$ cat src/rtl/fetch_sequencer.sv
// -----------------------------------------------------------------------------
// fetch_sequencer
//
// Fetch/sequencing front end of the 16-bit CPU. Owns the program counter and
// presents the current instruction word and its immediate operand N to the
// decoder. Handles boot priming after reset/resume, data-path stalls, STP
// halt/resume, and produces the commit qualifier that gates all architectural
// write enables downstream.
//
// Build option:
//   FETCH_PERF_EN  when defined, commit_count / stall_count are live counters;
//                  when undefined, both ports are tied to zero and no counter
//                  flops exist.
//
// Ports:
//   clk           in   system clock, rising edge
//   reset_n       in   asynchronous active-low reset
//   cnt_en        in   decoder: increment PC on commit
//   pc_sload      in   decoder: load new_pc on commit (beats cnt_en)
//   new_pc[15:0]  in   decoder: PC load value
//   stall         in   data path not ready; current instruction must not commit
//   resume        in   single-cycle pulse that leaves HALT
//   instr_q1      in   instruction memory port-1 read data (1-cycle latency)
//   instr_q2      in   instruction memory port-2 read data (1-cycle latency)
//   pc[15:0]      out  program counter (word after the current instruction)
//   instr[15:0]   out  instruction word for the decoder
//   N[15:0]       out  immediate/operand word for the decoder
//   commit        out  current instruction takes effect this cycle
//   halted        out  sequencer is in HALT
//   state[1:0]    out  BOOT=00, RUN=01, STALL=10, HALT=11
//   commit_count  out  number of committed instructions (optional)
//   stall_count   out  saturating count of stalled cycles (optional)
// -----------------------------------------------------------------------------
module fetch_sequencer #(
   parameter logic [15:0] RESET_PC   = 16'h0000,
   parameter logic [15:0] NOP_WORD   = 16'h0000,
   parameter logic [4:0]  STP_OPCODE = 5'b11111
) (
   input  logic        clk,
   input  logic        reset_n,
   input  logic        cnt_en,
   input  logic        pc_sload,
   input  logic [15:0] new_pc,
   input  logic        stall,
   input  logic        resume,
   input  logic [15:0] instr_q1,
   input  logic [15:0] instr_q2,
   output logic [15:0] pc,
   output logic [15:0] instr,
   output logic [15:0] N,
   output logic        commit,
   output logic        halted,
   output logic [1:0]  state,
   output logic [31:0] commit_count,
   output logic [15:0] stall_count
);

   typedef enum logic [1:0] {
      ST_BOOT  = 2'b00,
      ST_RUN   = 2'b01,
      ST_STALL = 2'b10,
      ST_HALT  = 2'b11
   } state_e;

   state_e      state_q, state_d;
   logic [15:0] pc_q, pc_d;
   logic [15:0] held_instr_q, held_instr_d;
   logic [15:0] held_n_q, held_n_d;

   logic [15:0] instr_s;
   logic [15:0] n_s;
   logic        commit_s;
   logic        is_stp_s;
   logic [15:0] pc_upd_s;

   // Select the word pair shown to the decoder and derive the commit qualifier.
   always_comb begin
      instr_s  = NOP_WORD;
      n_s      = 16'h0000;
      commit_s = 1'b0;
      case (state_q)
         ST_BOOT: begin
            instr_s  = NOP_WORD;
            n_s      = 16'h0000;
            commit_s = 1'b0;
         end
         ST_RUN: begin
            instr_s  = instr_q1;
            n_s      = instr_q2;
            commit_s = ~stall;
         end
         ST_STALL: begin
            // Memory has moved on; the stalled instruction lives in the held regs.
            instr_s  = held_instr_q;
            n_s      = held_n_q;
            commit_s = ~stall;
         end
         ST_HALT: begin
            instr_s  = held_instr_q;
            n_s      = held_n_q;
            commit_s = 1'b0;
         end
         default: begin
            instr_s  = NOP_WORD;
            n_s      = 16'h0000;
            commit_s = 1'b0;
         end
      endcase
   end

   assign is_stp_s = (instr_s[15:11] == STP_OPCODE);

   // PC value applied by a committing non-STP instruction; sload beats cnt_en.
   always_comb begin
      pc_upd_s = pc_q;
      if (pc_sload) begin
         pc_upd_s = new_pc;
      end else if (cnt_en) begin
         pc_upd_s = pc_q + 16'd1;
      end else begin
         pc_upd_s = pc_q;
      end
   end

   // Next-state, PC and held-word computation.
   always_comb begin
      state_d      = state_q;
      pc_d         = pc_q;
      held_instr_d = held_instr_q;
      held_n_d     = held_n_q;
      case (state_q)
         ST_BOOT: begin
            // NOP is on the decoder, so it addresses pc/pc+1; step past them.
            pc_d    = pc_q + 16'd1;
            state_d = ST_RUN;
         end
         ST_RUN: begin
            held_instr_d = instr_q1;
            held_n_d     = instr_q2;
            if (stall) begin
               state_d = ST_STALL;
            end else if (is_stp_s) begin
               // STP leaves pc on the following word so resume restarts there.
               state_d = ST_HALT;
            end else begin
               pc_d    = pc_upd_s;
               state_d = ST_RUN;
            end
         end
         ST_STALL: begin
            if (stall) begin
               state_d = ST_STALL;
            end else if (is_stp_s) begin
               state_d = ST_HALT;
            end else begin
               pc_d    = pc_upd_s;
               state_d = ST_RUN;
            end
         end
         ST_HALT: begin
            if (resume) begin
               state_d = ST_BOOT;
            end else begin
               state_d = ST_HALT;
            end
         end
         default: begin
            state_d = ST_BOOT;
         end
      endcase
   end

   // Sequencer state, program counter and held instruction registers.
   always_ff @(posedge clk or negedge reset_n) begin
      if (!reset_n) begin
         state_q      <= ST_BOOT;
         pc_q         <= RESET_PC;
         held_instr_q <= NOP_WORD;
         held_n_q     <= 16'h0000;
      end else begin
         state_q      <= state_d;
         pc_q         <= pc_d;
         held_instr_q <= held_instr_d;
         held_n_q     <= held_n_d;
      end
   end

   assign pc     = pc_q;
   assign instr  = instr_s;
   assign N      = n_s;
   assign commit = commit_s;
   assign halted = (state_q == ST_HALT);
   assign state  = state_q;

`ifdef FETCH_PERF_EN
   logic [31:0] commit_cnt_q;
   logic [15:0] stall_cnt_q;
   logic        stall_evt_s;

   assign stall_evt_s = stall & ((state_q == ST_RUN) | (state_q == ST_STALL));

   // Performance counters: wrapping commit count, saturating stall count.
   always_ff @(posedge clk or negedge reset_n) begin
      if (!reset_n) begin
         commit_cnt_q <= 32'd0;
         stall_cnt_q  <= 16'd0;
      end else begin
         if (commit_s) begin
            commit_cnt_q <= commit_cnt_q + 32'd1;
         end
         if (stall_evt_s && (stall_cnt_q != 16'hFFFF)) begin
            stall_cnt_q <= stall_cnt_q + 16'd1;
         end
      end
   end

   assign commit_count = commit_cnt_q;
   assign stall_count  = stall_cnt_q;
`else
   assign commit_count = 32'd0;
   assign stall_count  = 16'd0;
`endif

endmodule

$ cat config.mk
export PLATFORM = sky130hd
export DESIGN_NAME = fetch_sequencer
export DESIGN_NICKNAME = d
export VERILOG_FILES = /design/src/rtl/fetch_sequencer.sv
export SDC_FILE = /design/constraint.sdc
export NUM_CORES = 1
export LEC_CHECK = 0
export ABC_AREA = 1
export CAP_MARGIN = 0
export CORE_MARGIN = 2
export CORE_UTILIZATION = 46
export CTS_CLUSTER_DIAMETER = 120
export DETAILED_ROUTE_END_ITERATION = 10
export PLACE_DENSITY = 0.87
export SKIP_CTS_REPAIR_TIMING = 1
export SYNTH_ARGS = -nofsm -noshare
export SYNTH_HDL_FRONTEND = slang
export SYNTH_SLANG_ARGS = --single-unit
$ cat constraint.sdc
create_clock -name clk -period 4.88 [get_ports clk]
set_input_delay 0.976 -clock clk [delete_from_list [all_inputs] [get_ports clk]]
set_output_delay 0.976 -clock clk [all_outputs]
set_load 0.1 [all_outputs]
# Word level (Yosys, flattened, before mapping)
# Cells that the tools add are included.
# op_classes
add_sub_neg	1
eq_ne	7
mux	12
bitwise	1
n_reduce_logical	6
# ops
operator	count
$pmux 16 s3	2
$mux 16	4
$pmux 16 s2	1
$add 16x1->16 const B	1
$mux 2	3
$pmux 2 s3	1
$reduce_or 2->1	3
$eq 5x5->1 const B	1
$eq 2x2->1 const B	2
$ne 2x2->1 const B	2
$reduce_and 4->1	1
$ne 3x1->1 const B	1
$eq 2x1->1 const B	1
$logic_not 2->1	1
$pmux 1 s2	1
$reduce_bool 2->1	1
$not 1->1	1
# totals
regBits	50
out_inout_bits	100

# Logic depth before layout (Yosys ltp)
# logic_depth
ltp_word	7
ltp_mapped	13
depth_no_buf	11

# Worst setup path before layout
# OpenSTA, ideal clock, no wires.
# synth_timing
kind	reg-to-output
startpoint	register state_q[1] (netlist: state[1])
endpoint	output N[0]
arrival_ns	4.003
path_slack_ns	-0.099
path_stages_with_launch	7
n_path_buf	1
path_cell_list	dfrtp_1 ha_1 nor2_4 inv_4 clkbuf_1 nand2_1 a21oi_1
# synth_between
elab_chain_len	3
elab_cells_between_ends	6
classes_between	3 x eq/ne; 1 x mux; 2 x reduce/logical
# synth_rtl
element	line	text
start: declaration	65	state_e state_q, state_d;
start signal: assignment	181	state_q <= state_d;
$eq 2x2->1	--	
named net halted	52	output logic halted,
$reduce_or 2->1 (no source line)	--	
$pmux 16 s3	81	case (state_q)
end: declaration	50	output logic [15:0] N,
# The timed path passes the listed nets, and every way through them passes these cells.

# Final worst setup path
# layout_timing
startpoint	register state_q[1] (netlist: state[1])
endpoint	output instr[1]
# layout_between
elab_chain_len	3
elab_cells_between_ends	6
classes_between	3 x eq/ne; 1 x mux; 2 x reduce/logical
# layout_rtl
element	line	text
$eq 2x2->1	81	
$reduce_or 2->1 (no source line)	--	
$pmux 16 s3 (*)	81	
end: declaration	49	output logic [15:0] instr,
# Mark *: on every way between the ends. The rest lies on a longest branch, timed or not.

==> out/summary.txt <==
Grt ovf - 0
Layout cells sized above 1 - 0.1485
Initial core utilization - 0.4759
Layout area overhead - 28.85%
Area contributors post-synth - dfrtp_1 (36%), nand2_1 (15%), buf_4 (11%), inv_1 (7.0%), o21ai_0 (5.5%)
Hold Path Class - reg -> reg
I/O pins - 154
Max-cap viol count - 0
Initial antenna violation count - 0
Full die area - 8214 um^2
Die Ht - 90.63 um
Port Buf Inserts - 105
CP Class - reg -> out
Max Slew Vio Count - 0
CTS Buffer Depth - 2
Die width - 90.63 um
Max Fclk - 0.2838 GHz
Worst-path clk slew - 0.10 ns
Avg Cell Area, Syn - 7.045 um^2
Number of synthesized flops with an enable pin - 0
Placed instance area - 4353 um^2
Critical Path AT - 2.55 ns
Yosys warns - 0
Crit end category - output pin
Largest net degree at the start of global routing - 57
Placed cells - 677
Drt first-iter violations - 170
Vias in the first global route - 3161
Util after Layout - 0.6132
Worst Skew - 0.01469 ns
Syn Std Cell Area - 3452 um^2
Final setup violation count - 0
Detail Route Antenna Nets - 0
Unrepaired setup endpoints after global routing - no
Unique masters post-synth - 32
Ys async rst share - 1.000
Mapped Cells - 490
GR Util All Layers - 0.2025
Worst-Skew Late Latency - 0.31 ns
Highest metal used - met4
Drt pass-1 iters - 4
First-pass GRT wire length - 13.83 mm
Vias per cell - 4.747
Met2 wire length - 4.142 mm
Sequential area share after synthesis - 0.3625
Synth top area share - 0.3625
CTS tree - yes
Final Net Count - 646
Hold Vio Cnt, Final - 0
# DRC - 0
Synth top cells by count - nand2_1 (141), inv_1 (64), dfrtp_1 (50), buf_4 (49), o21ai_0 (38)
Num CTS Buffers - 5
Crit-path cells - inv_1 -> ha_2 -> buf_4 -> nand2_1 -> a21oi_1 -> buf_4
DR WL met3 - 428 um
Post-DP HPWL - 6.100 mm
CP Max Fanout - 56
Max-Slew Margin vs Limit - 0.2558
Post-Route WL - 8.336 mm
Clock Tree Root - clkbuf_8
Setup TNS - 0 ns
CTS sink cnt - 50
Via count - 3252
Post-layout instance count excluding filler cells - 685
GPL Wtd Cong - 0.9129
Minimum clock period - 3.523 ns
Diode count - 0
Most used cell, CP - buf_4
H-tree levels - 2
DRT met1 WL - 3.629 mm
Rows - 31
Fin crit share - 0.7220
Top-count cell post-synth - nand2_1
Synth Flop Type - dfrtp_1
Slowest cell on crit path - ha_2
Least-Margin Pin Slew - 1.116 ns
Worst path max stage delay - 0.78 ns
Synth area leader - dfrtp_1
Routed len/inst - 12.17 um
Core area - 7253 um^2
#FFs+latches synth - 50
Status - finished clean
Fin area - 4448 um^2
Layout fillers - 637
CP required - 3.90 ns
CP startpoint kind - register
==> worst paths after layout <==
check	end	slack [ns]	depth (start not counted)	start
setup / recovery	instr[1]	1.36	6	state[1]
hold / removal	held_n_q[10]	0.53	2	held_n_q[10]
setup reg to reg	pc[8]	2.18	11	state[1]
hold reg to reg	held_n_q[10]	0.53	2	held_n_q[10]
max in group asynchronous	pc[3]	3.32	1	reset_n
min in group asynchronous	held_instr_q[6]	0.87	1	reset_n
==> flip-flops by register name, indices dropped and copies added (netlist names) <==
| name | count |
|---|---|
| held_instr_q | 16 |
| held_n_q | 16 |
| pc | 16 |
| state | 2 |
==> cell type report <==
class                   instances  area, um^2  share of cell area
inverters                      66       250.2             0.05626
well taps                      99       123.9             0.02785
multi-input cells             355        1749              0.3932
repair buffers                107       978.4              0.2200
flip-flops and latches         50        1251              0.2813
clock buffers                   5       68.82             0.01547
clock inverters                 3       26.28            0.005907
==> per-layer routing <==
layer	up-vias	GRT usage
met5	-	0
met1	1506	0.2391
met4	0	0.06923
met3	10	0.03005
li1	1618	-
met2	118	0.3725
==> metrics by stage <==
step / setup slack (ns) / hold WS (ns)
3_5_place_dp: 1.703 / 0.5144
4_1_cts: 1.367 / 0.5314
2_1_floorplan: 0.2021 / 0.4911
5_1_grt: 1.141 / 0.5521
6_report: 1.357 / 0.5259
3_3_place_gp: 1.819 / 0.5084
==> critical path, delay by kind of cell, from the launching register on <==
| kind | cells | cell delay (ns) |
|---|---|---|
| adder cells (fa/ha/maj) | 1 | 0.78 |
| buffers and inverters | 3 | 0.75 |
| flip-flops | 1 | 0.44 |
| AO/OA/AOI/OAI | 1 | 0.17 |
| AND/OR/NAND/NOR | 1 | 0.09 |
==> logic make-up after synthesis <==
group                      synth area share
other                              0.001086
and+or+nand+nor                      0.2874
muxes                              0.002900
buffers and inverters                0.2044
xor gates and xnor gates           0.005075
AOI/OAI and AO/OA                    0.1113
DFF                                  0.3625
adders and majority gates           0.02537
==> layout by cell type (no fill, tap or decap) <==
| cell type | n |
|---|---|
| clkdlybuf4s50_1 | 71 |
| or3_1 | 1 |
| nor2_4 | 2 |
| mux2i_1 | 1 |
| a21oi_1 | 7 |
| nand2_2 | 10 |
| or2_2 | 4 |
| nand4_1 | 9 |
| clkbuf_8 | 5 |
| o21ai_1 | 4 |
| a21oi_4 | 1 |
| or2_1 | 1 |
| inv_2 | 1 |
| inv_1 | 64 |
| nor2_1 | 22 |
| buf_2 | 1 |
| o21ai_0 | 38 |
| inv_4 | 1 |
| a21o_1 | 1 |
| ha_2 | 1 |
| ha_1 | 6 |
| nand2_1 | 141 |
| o21bai_1 | 2 |
| inv_6 | 2 |
| nand3b_1 | 2 |
| conb_1 | 48 |
| clkinv_4 | 1 |
| nor2_2 | 1 |
| nand3_1 | 28 |
| a21oi_2 | 20 |
| nor3_1 | 1 |
| xor2_1 | 2 |
| dfrtp_1 | 50 |
| buf_4 | 35 |
| nand3_4 | 2 |
Power is left out: the tool's default activity adds up to more than one toggle a clock period on the data nets, which glitch-free logic cannot reach.
